### src/rtl/uv_gpio_irq_apb.sv
// ---------------------------------------------------------------------------
// uv_gpio_irq_apb
// GPIO controller with an APB slave.
//  - IO_NUM pins, each with pull-up/pull-down/input-enable, output value and
//    output enable, atomic set/clear aliases for the output register.
//  - Pad inputs pass a SYNC_STAGE synchroniser and a per-pin debouncer.
//  - Per-pin level/edge interrupt detection with polarity and both-edge
//    select, sticky W1C pending bits, per-pin enable mask and a registered
//    OR of all enabled pending bits.
// Ports
//  clk, rst_n                 clock, asynchronous active-low reset
//  gpio_psel .. gpio_pwdata   APB request (pprot unused)
//  gpio_prdata/pready/pslverr APB response, all registered
//  gpio_pu/pd/ie/oe/out       pad control outputs
//  gpio_in                    asynchronous pad inputs
//  gpio_irq                   per-pin PEND & IRQ_EN (combinational)
//  gpio_irq_any               OR of gpio_irq, one cycle later
// ---------------------------------------------------------------------------
module uv_gpio_irq_apb #(
    parameter int ALEN       = 12,
    parameter int DLEN       = 32,
    parameter int MLEN       = DLEN / 8,
    parameter int IO_NUM     = 32,
    parameter int SYNC_STAGE = 2,
    parameter int DEB_W      = 8
) (
    input  logic              clk,
    input  logic              rst_n,
    input  logic              gpio_psel,
    input  logic              gpio_penable,
    input  logic [2:0]        gpio_pprot,
    input  logic [ALEN-1:0]   gpio_paddr,
    input  logic [MLEN-1:0]   gpio_pstrb,
    input  logic              gpio_pwrite,
    input  logic [DLEN-1:0]   gpio_pwdata,
    output logic [DLEN-1:0]   gpio_prdata,
    output logic              gpio_pready,
    output logic              gpio_pslverr,
    output logic [IO_NUM-1:0] gpio_pu,
    output logic [IO_NUM-1:0] gpio_pd,
    output logic [IO_NUM-1:0] gpio_ie,
    input  logic [IO_NUM-1:0] gpio_in,
    output logic [IO_NUM-1:0] gpio_oe,
    output logic [IO_NUM-1:0] gpio_out,
    output logic [IO_NUM-1:0] gpio_irq,
    output logic              gpio_irq_any
);

    localparam int AW = ALEN - 2;
    localparam logic [AW-1:0] OFF_PU   = AW'(0);
    localparam logic [AW-1:0] OFF_PD   = AW'(1);
    localparam logic [AW-1:0] OFF_IN   = AW'(2);
    localparam logic [AW-1:0] OFF_IE   = AW'(3);
    localparam logic [AW-1:0] OFF_OUT  = AW'(4);
    localparam logic [AW-1:0] OFF_OE   = AW'(5);
    localparam logic [AW-1:0] OFF_PEND = AW'(6);
    localparam logic [AW-1:0] OFF_EN   = AW'(7);
    localparam logic [AW-1:0] OFF_TYPE = AW'(8);
    localparam logic [AW-1:0] OFF_POL  = AW'(9);
    localparam logic [AW-1:0] OFF_BOTH = AW'(10);
    localparam logic [AW-1:0] OFF_SET  = AW'(11);
    localparam logic [AW-1:0] OFF_CLR  = AW'(12);
    localparam logic [AW-1:0] OFF_THR  = AW'(13);

    // Byte-masked register update.
    function automatic logic [IO_NUM-1:0] f_merge(input logic [IO_NUM-1:0] old_v,
                                                  input logic [IO_NUM-1:0] wd,
                                                  input logic [IO_NUM-1:0] mask);
        f_merge = (old_v & ~mask) | (wd & mask);
    endfunction

    // Zero-extend a pin vector to the 32-bit register view.
    function automatic logic [31:0] f_zext(input logic [IO_NUM-1:0] v);
        logic [31:0] t;
        t = 32'd0;
        t[IO_NUM-1:0] = v;
        return t;
    endfunction

    logic [IO_NUM-1:0] r_pu, r_pd, r_ie, r_out, r_oe, r_pend, r_irq_en;
    logic [IO_NUM-1:0] r_type, r_pol, r_both, r_deb, r_prev;
    logic [DEB_W-1:0]  r_deb_thr;
    logic [DEB_W-1:0]  r_cnt [IO_NUM];
    logic [IO_NUM-1:0] r_sync [SYNC_STAGE];
    logic [DLEN-1:0]   r_prdata;
    logic              r_pready, r_pslverr, r_irq_any;

    logic              w_setup, w_err, w_wr, w_thr_wr;
    logic [AW-1:0]     w_off;
    logic [31:0]       w_mask32, w_rd32;
    logic [IO_NUM-1:0] w_mask, w_wd, w_sync, w_cond, w_pend_clr;
    logic [IO_NUM-1:0] w_lvl, w_edge1, w_edge;
    logic [DEB_W-1:0]  w_thr_mask, w_thr_wd;
    logic [DLEN-1:0]   w_rdata;
    logic              w_unused;

    // A transfer is taken in its setup cycle; errors block every write side effect.
    assign w_setup  = gpio_psel & ~gpio_penable;
    assign w_off    = gpio_paddr[ALEN-1:2];
    assign w_err    = (w_off > OFF_THR) | (gpio_pwrite & (w_off == OFF_IN));
    assign w_wr     = w_setup & gpio_pwrite & ~w_err;
    assign w_mask   = w_mask32[IO_NUM-1:0];
    assign w_wd     = gpio_pwdata[IO_NUM-1:0];
    assign w_thr_mask = w_mask32[DEB_W-1:0];
    assign w_thr_wd   = gpio_pwdata[DEB_W-1:0];
    assign w_thr_wr = w_wr & (w_off == OFF_THR) & (|w_thr_mask);
    assign w_sync   = r_sync[SYNC_STAGE-1];
    assign w_pend_clr = (w_wr && (w_off == OFF_PEND)) ? (w_wd & w_mask) : {IO_NUM{1'b0}};
    assign w_unused = ^{gpio_pprot, gpio_paddr[1:0], gpio_pwdata, gpio_pstrb, w_mask32};

    // Interrupt condition per pin from the debounced value and its previous cycle.
    assign w_lvl   = r_deb ^ r_pol;
    assign w_edge1 = (r_pol & r_prev & ~r_deb) | (~r_pol & ~r_prev & r_deb);
    assign w_edge  = (r_both & (r_prev ^ r_deb)) | (~r_both & w_edge1);
    assign w_cond  = (r_type & w_edge) | (~r_type & w_lvl);

    // Expand the byte strobes covering the 32 register bits into a bit mask.
    always_comb begin
        w_mask32 = 32'd0;
        for (int b = 0; b < 4; b++) begin
            w_mask32[8*b +: 8] = {8{gpio_pstrb[b]}};
        end
    end

    // Register read multiplexer; write-only and unmapped offsets read 0.
    always_comb begin
        w_rd32 = 32'd0;
        case (w_off)
            OFF_PU:   w_rd32 = f_zext(r_pu);
            OFF_PD:   w_rd32 = f_zext(r_pd);
            OFF_IN:   w_rd32 = f_zext(r_deb);
            OFF_IE:   w_rd32 = f_zext(r_ie);
            OFF_OUT:  w_rd32 = f_zext(r_out);
            OFF_OE:   w_rd32 = f_zext(r_oe);
            OFF_PEND: w_rd32 = f_zext(r_pend);
            OFF_EN:   w_rd32 = f_zext(r_irq_en);
            OFF_TYPE: w_rd32 = f_zext(r_type);
            OFF_POL:  w_rd32 = f_zext(r_pol);
            OFF_BOTH: w_rd32 = f_zext(r_both);
            OFF_THR:  w_rd32[DEB_W-1:0] = r_deb_thr;
            default:  w_rd32 = 32'd0;
        endcase
        w_rdata = {DLEN{1'b0}};
        w_rdata[31:0] = w_rd32;
    end

    // Software-visible configuration registers.
    always_ff @(posedge clk or negedge rst_n) begin
        if (!rst_n) begin
            r_pu      <= {IO_NUM{1'b0}};
            r_pd      <= {IO_NUM{1'b0}};
            r_ie      <= {IO_NUM{1'b0}};
            r_out     <= {IO_NUM{1'b0}};
            r_oe      <= {IO_NUM{1'b0}};
            r_irq_en  <= {IO_NUM{1'b0}};
            r_type    <= {IO_NUM{1'b0}};
            r_pol     <= {IO_NUM{1'b0}};
            r_both    <= {IO_NUM{1'b0}};
            r_deb_thr <= {DEB_W{1'b0}};
        end else if (w_wr) begin
            case (w_off)
                OFF_PU:   r_pu     <= f_merge(r_pu, w_wd, w_mask);
                OFF_PD:   r_pd     <= f_merge(r_pd, w_wd, w_mask);
                OFF_IE:   r_ie     <= f_merge(r_ie, w_wd, w_mask);
                OFF_OUT:  r_out    <= f_merge(r_out, w_wd, w_mask);
                OFF_OE:   r_oe     <= f_merge(r_oe, w_wd, w_mask);
                OFF_EN:   r_irq_en <= f_merge(r_irq_en, w_wd, w_mask);
                OFF_TYPE: r_type   <= f_merge(r_type, w_wd, w_mask);
                OFF_POL:  r_pol    <= f_merge(r_pol, w_wd, w_mask);
                OFF_BOTH: r_both   <= f_merge(r_both, w_wd, w_mask);
                OFF_SET:  r_out    <= r_out | (w_wd & w_mask);
                OFF_CLR:  r_out    <= r_out & ~(w_wd & w_mask);
                OFF_THR:  r_deb_thr <= (r_deb_thr & ~w_thr_mask) | (w_thr_wd & w_thr_mask);
                default:  r_out    <= r_out;
            endcase
        end else begin
            r_out <= r_out;
        end
    end

    // APB response: single access-phase pready, read data held between transfers.
    always_ff @(posedge clk or negedge rst_n) begin
        if (!rst_n) begin
            r_pready  <= 1'b0;
            r_pslverr <= 1'b0;
            r_prdata  <= {DLEN{1'b0}};
        end else if (w_setup) begin
            r_pready  <= 1'b1;
            r_pslverr <= w_err;
            r_prdata  <= (gpio_pwrite | w_err) ? {DLEN{1'b0}} : w_rdata;
        end else begin
            r_pready  <= 1'b0;
            r_pslverr <= 1'b0;
        end
    end

    // Pad input synchroniser chain.
    always_ff @(posedge clk or negedge rst_n) begin
        if (!rst_n) begin
            for (int s = 0; s < SYNC_STAGE; s++) begin
                r_sync[s] <= {IO_NUM{1'b0}};
            end
        end else begin
            r_sync[0] <= gpio_in;
            for (int s = 1; s < SYNC_STAGE; s++) begin
                r_sync[s] <= r_sync[s-1];
            end
        end
    end

    // Per-pin debounce: the synced value must differ for DEB_THR cycles before it is taken.
    always_ff @(posedge clk or negedge rst_n) begin
        if (!rst_n) begin
            r_deb <= {IO_NUM{1'b0}};
            for (int i = 0; i < IO_NUM; i++) begin
                r_cnt[i] <= {DEB_W{1'b0}};
            end
        end else begin
            for (int i = 0; i < IO_NUM; i++) begin
                if (!r_ie[i]) begin
                    r_deb[i] <= 1'b0;
                    r_cnt[i] <= {DEB_W{1'b0}};
                end else if (w_thr_wr) begin
                    r_cnt[i] <= {DEB_W{1'b0}};
                end else if (w_sync[i] != r_deb[i]) begin
                    if (r_cnt[i] >= r_deb_thr) begin
                        r_deb[i] <= w_sync[i];
                        r_cnt[i] <= {DEB_W{1'b0}};
                    end else begin
                        r_cnt[i] <= r_cnt[i] + {{(DEB_W-1){1'b0}}, 1'b1};
                    end
                end else begin
                    r_cnt[i] <= {DEB_W{1'b0}};
                end
            end
        end
    end

    // Sticky pending bits: a new condition beats a same-cycle W1C clear.
    always_ff @(posedge clk or negedge rst_n) begin
        if (!rst_n) begin
            r_prev    <= {IO_NUM{1'b0}};
            r_pend    <= {IO_NUM{1'b0}};
            r_irq_any <= 1'b0;
        end else begin
            r_prev    <= r_deb;
            r_pend    <= (r_pend & ~w_pend_clr) | w_cond;
            r_irq_any <= |gpio_irq;
        end
    end

    assign gpio_pu      = r_pu;
    assign gpio_pd      = r_pd;
    assign gpio_ie      = r_ie;
    assign gpio_oe      = r_oe;
    assign gpio_out     = r_out;
    assign gpio_irq     = r_pend & r_irq_en;
    assign gpio_irq_any = r_irq_any;
    assign gpio_prdata  = r_prdata;
    assign gpio_pready  = r_pready;
    assign gpio_pslverr = r_pslverr;

endmodule

### config.mk
export PLATFORM = sky130hd
export DESIGN_NAME = uv_gpio_irq_apb
export DESIGN_NICKNAME = d
export VERILOG_FILES = /design/src/rtl/uv_gpio_irq_apb.sv
export SDC_FILE = /design/constraint.sdc
export NUM_CORES = 2
export LEC_CHECK = 0
export ABC_AREA = 1
export ABC_CLOCK_PERIOD_IN_PS = 4990
export BUFFER_PORTS_ARGS = -buffer_cell sky130_fd_sc_hd__buf_4
export CAP_MARGIN = 20
export CORE_MARGIN = 3
export CORE_UTILIZATION = 45
export CTS_CLUSTER_SIZE = 40
export DETAILED_ROUTE_END_ITERATION = 6
export SETUP_SLACK_MARGIN = 0.5
export SLEW_MARGIN = 10
export SYNTH_ARGS = -nofsm -noshare
export SYNTH_HDL_FRONTEND = slang
export SYNTH_SLANG_ARGS = --single-unit
export TNS_END_PERCENT = 20
### constraint.sdc
create_clock -name clk -period 4.99 [get_ports clk]
set_input_delay 0.998 -clock clk [delete_from_list [all_inputs] [get_ports clk]]
set_output_delay 0.998 -clock clk [all_outputs]
set_load 0.05 [all_outputs]
==> impl_metrics.tcl <==
set metrics [dict create \
    dr.first_iter.drc_count 3328 \
    cp-startpoint "gpio_paddr[11]" \
    dr.max_layer_used "met5" \
    power_density_nw_per_um2 278.7 \
    cts_buffer_depth 3 \
    cp.arrival_ns 4.10 \
    setup_violations 0 \
    cp_top_family "simple AND/OR/NAND/NOR gates" \
    synth_area_leaders "dfrtp_1 45%, nand2_1 12%, ha_1 8.8%, nand3_1 8.3%, nor2_1 4.5%" \
    reg2reg_slack_ns 1.96 \
    critPathSlowestCell "nor2_8" \
    num_rows 110 \
    whs_ns 0.3460 \
    fin_tns_setup_ns 0 \
    dieArea_um2 95050 \
    initial_utilization_pct 45.55 \
    tightest_slew_ns 1.254 \
    critical_path_depth 11 \
    maxSlewViolCount 0 \
    clk_pin_slew_worst_paths_ns 0.06 \
    yosysUniqueCellTypes 32 \
    insertion_delay_ns 0.66 \
    hold_violations 0 \
    synth.yosys.seq_area_share_pct 45.45 \
    wl_met2_um 58540 \
    nNetsFinal 5681 \
    cts_sinks 747 \
    worst-setup-path-type "in2reg" \
    route.detailed.drc 0 \
    crit_chain "buf_4, nor2_4, buf_4, nand2_1, nor2_4, buf_4, nand2_1, nor2_8, nand2_1, nand2_1, nand2_1" \
    die_y_um 308.3 \
    fp.dieW_um 308.3 \
    cts_hold_buf 0 \
    skew_ns 0.03189 \
    yosysTopAreaCell "dfrtp_1" \
    dpl.cell_count 6393 \
    dp_hpwl_um 95150 \
    ant_nets 0 \
    postCtsSetupBuffers 0 \
    cts.htree.levels 3 \
    grt_antenna_before_repair 11 \
    leakagePower_nw 25.54 \
    hold_path.class "reg2reg" \
    final.min_clock_period_ns 3.569 \
    grt_pass1_vias 33560 \
    cts_tree "built" \
    ff2ff_path_depth 9 \
    portBuffers 309 \
    grt_pass1_wl_um 208100 \
    firstDrtPassIters 5 \
    rsz0062_at_grt "false" \
    start_kind "input pin" \
    gp_congestion 0.9116 \
    met1Wirelength_um 59900 \
    ys_ff_latch 747 \
    wl_per_cell_um 20.73 \
    rr_endpoint "r_cnt[157]" \
    route.vias.total 35480 \
    syn_avg_cell_area_um2 8.155 \
    path_max_fanout 53 \
    synthCells 5043 \
    critPathRequiredTime_ns 5.53 \
    endpoint_kind "flip-flop" \
    cts_resized 0 \
    p_total_w 0.01334 \
    grt_max_degree 102 \
    cp.buffers_inverters 3 \
    routed-wl-met3_um 12600 \
    synth_area_um2 41120 \
    fin_cells 6560 \
    synth_nets 5419 \
    cap_violations 0 \
    ir_drop_mv 0.2203 \
    drive_gt1_share_pct 10.38 \
    core_um2 90290 \
    avgViaCountPerCell 5.409 \
    clockRootBuffer "clkbuf_16" \
    grt_overflow 0 \
    crit_path_frequent_cell "nand2_1" \
    cts_buffers 86 \
    fin_crit_sh_pct 71.52 \
    yosysWarningCount 0 \
    area.growth.synth_to_final_pct 16.37 \
    relSlewSlack_pct 15.66 \
    slowest_delay_ns 0.64 \
    grt_util_all_layers_pct 28.58 \
    synth.top_cell.area_share_pct 45.45 \
    clock.fmax_ghz 0.2802 \
    pin_count 315 \
    status "finished clean" \
    wl_um 136000 \
]
## metal layers
layer / vias up / global-route usage, %
li1: 17020 / -
met1: 16950 / 39.80
met2: 1255 / 42.91
met3: 256 / 7.670
met4: 6 / 10.22
met5: - / 0
## worst min-delay path by stage
stage | from | endpoint | slack [ns] | cells past startpoint
after floorplan | r_sync[32] | w_sync[0] | 0.33 | 0
after global placement | r_sync[47] | w_sync[15] | 0.33 | 0
after detailed placement | r_sync[52] | w_sync[20] | 0.33 | 0
after CTS | r_sync[52] | w_sync[20] | 0.35 | 0
after global routing | r_sync[38] | w_sync[6] | 0.35 | 0
final | r_sync[54] | w_sync[22] | 0.35 | 0
## synthesized netlist by cell type
cell type / instances
a21boi_0: 41
a21oi_1: 150
a22o_1: 24
buf_1: 32
buf_12: 1
buf_2: 40
buf_4: 27
clkbuf_1: 104
clkinv_1: 2
dfrtp_1: 747
ha_1: 288
inv_1: 418
inv_2: 2
nand2_1: 1275
nand2_2: 10
nand3_1: 678
nand3_2: 1
nand3b_1: 89
nand4_1: 46
nor2_1: 493
nor2_2: 4
nor2_8: 8
nor3_1: 95
nor3_2: 1
nor4_1: 2
o21a_1: 1
o21ai_0: 183
o21bai_1: 31
o22ai_1: 18
o2bb2ai_1: 2
xnor2_1: 60
xor2_1: 170
## stage by stage
step                utilization (%)  worst slack [ns]  cell area [µm²]
floorplan                         -             2.495            41120
global placement              49.58            0.8403            44770
detailed placement            49.59            0.8062            44770
CTS                           52.99             1.466            47840
global route                  52.99             1.271            47840
finish                        53.01             1.421            47860
## cells by family (layout without fill, tap and decap cells)
logic type	count (synthesis)	after routing	synth area share (%)
AO/OA/AOI/OAI	450	450	6.213
XOR/XNOR	230	230	4.898
adder cells (fa/ha/maj)	288	288	8.762
buffers and inverters	626	960	6.121
flip-flops	747	747	45.45
other	0	7	0
AND/OR/NAND/NOR	2702	2702	28.55
## where the power goes
| part | total [W] | internal, W | switching, W |
|---|---|---|---|
| logic | 0.000424 | 0.0000847 | 0.000339 |
| clock network | 0.00681 | 0.00415 | 0.00266 |
| registers | 0.00610 | 0.00609 | 0.0000147 |
## layout by cell type, fill, tap and decap left out, drive strengths merged
cell	n
a21boi	41
a21oi	150
a22o	24
buf	378
bufinv	10
clkbuf	128
clkinv	25
clkinvlp	4
dfrtp	747
diode	7
ha	288
inv	415
nand2	1285
nand3	679
nand3b	89
nand4	46
nor2	505
nor3	96
nor4	2
o21a	1
o21ai	183
o21bai	31
o22ai	18
o2bb2ai	2
xnor2	60
xor2	170
## worst register-to-register path, cell delays in order, from the launching register on
cell      delay (ns)
dfrtp_1         0.33
clkinv_1        0.60
buf_4           0.52
buf_4           0.26
ha_1            0.31
nand2_1         0.07
inv_1           0.03
nor3_1          0.24
nand4_1         0.37
nor2_1          0.21
## final cells by class
cell class,instances,area [µm²]
Clock buffer,128,2615
Timing Repair Buffer,378,3043
Antenna cell,7,17.52
Inverter,422,1584
Sequential cell,747,18690
Fill cell,8531,42430
Clock inverter,32,454.2
Multi-Input combinational cell,3670,19980
Tap cell,1176,1471
No activity file was read; power rests on OpenSTA's default activity.
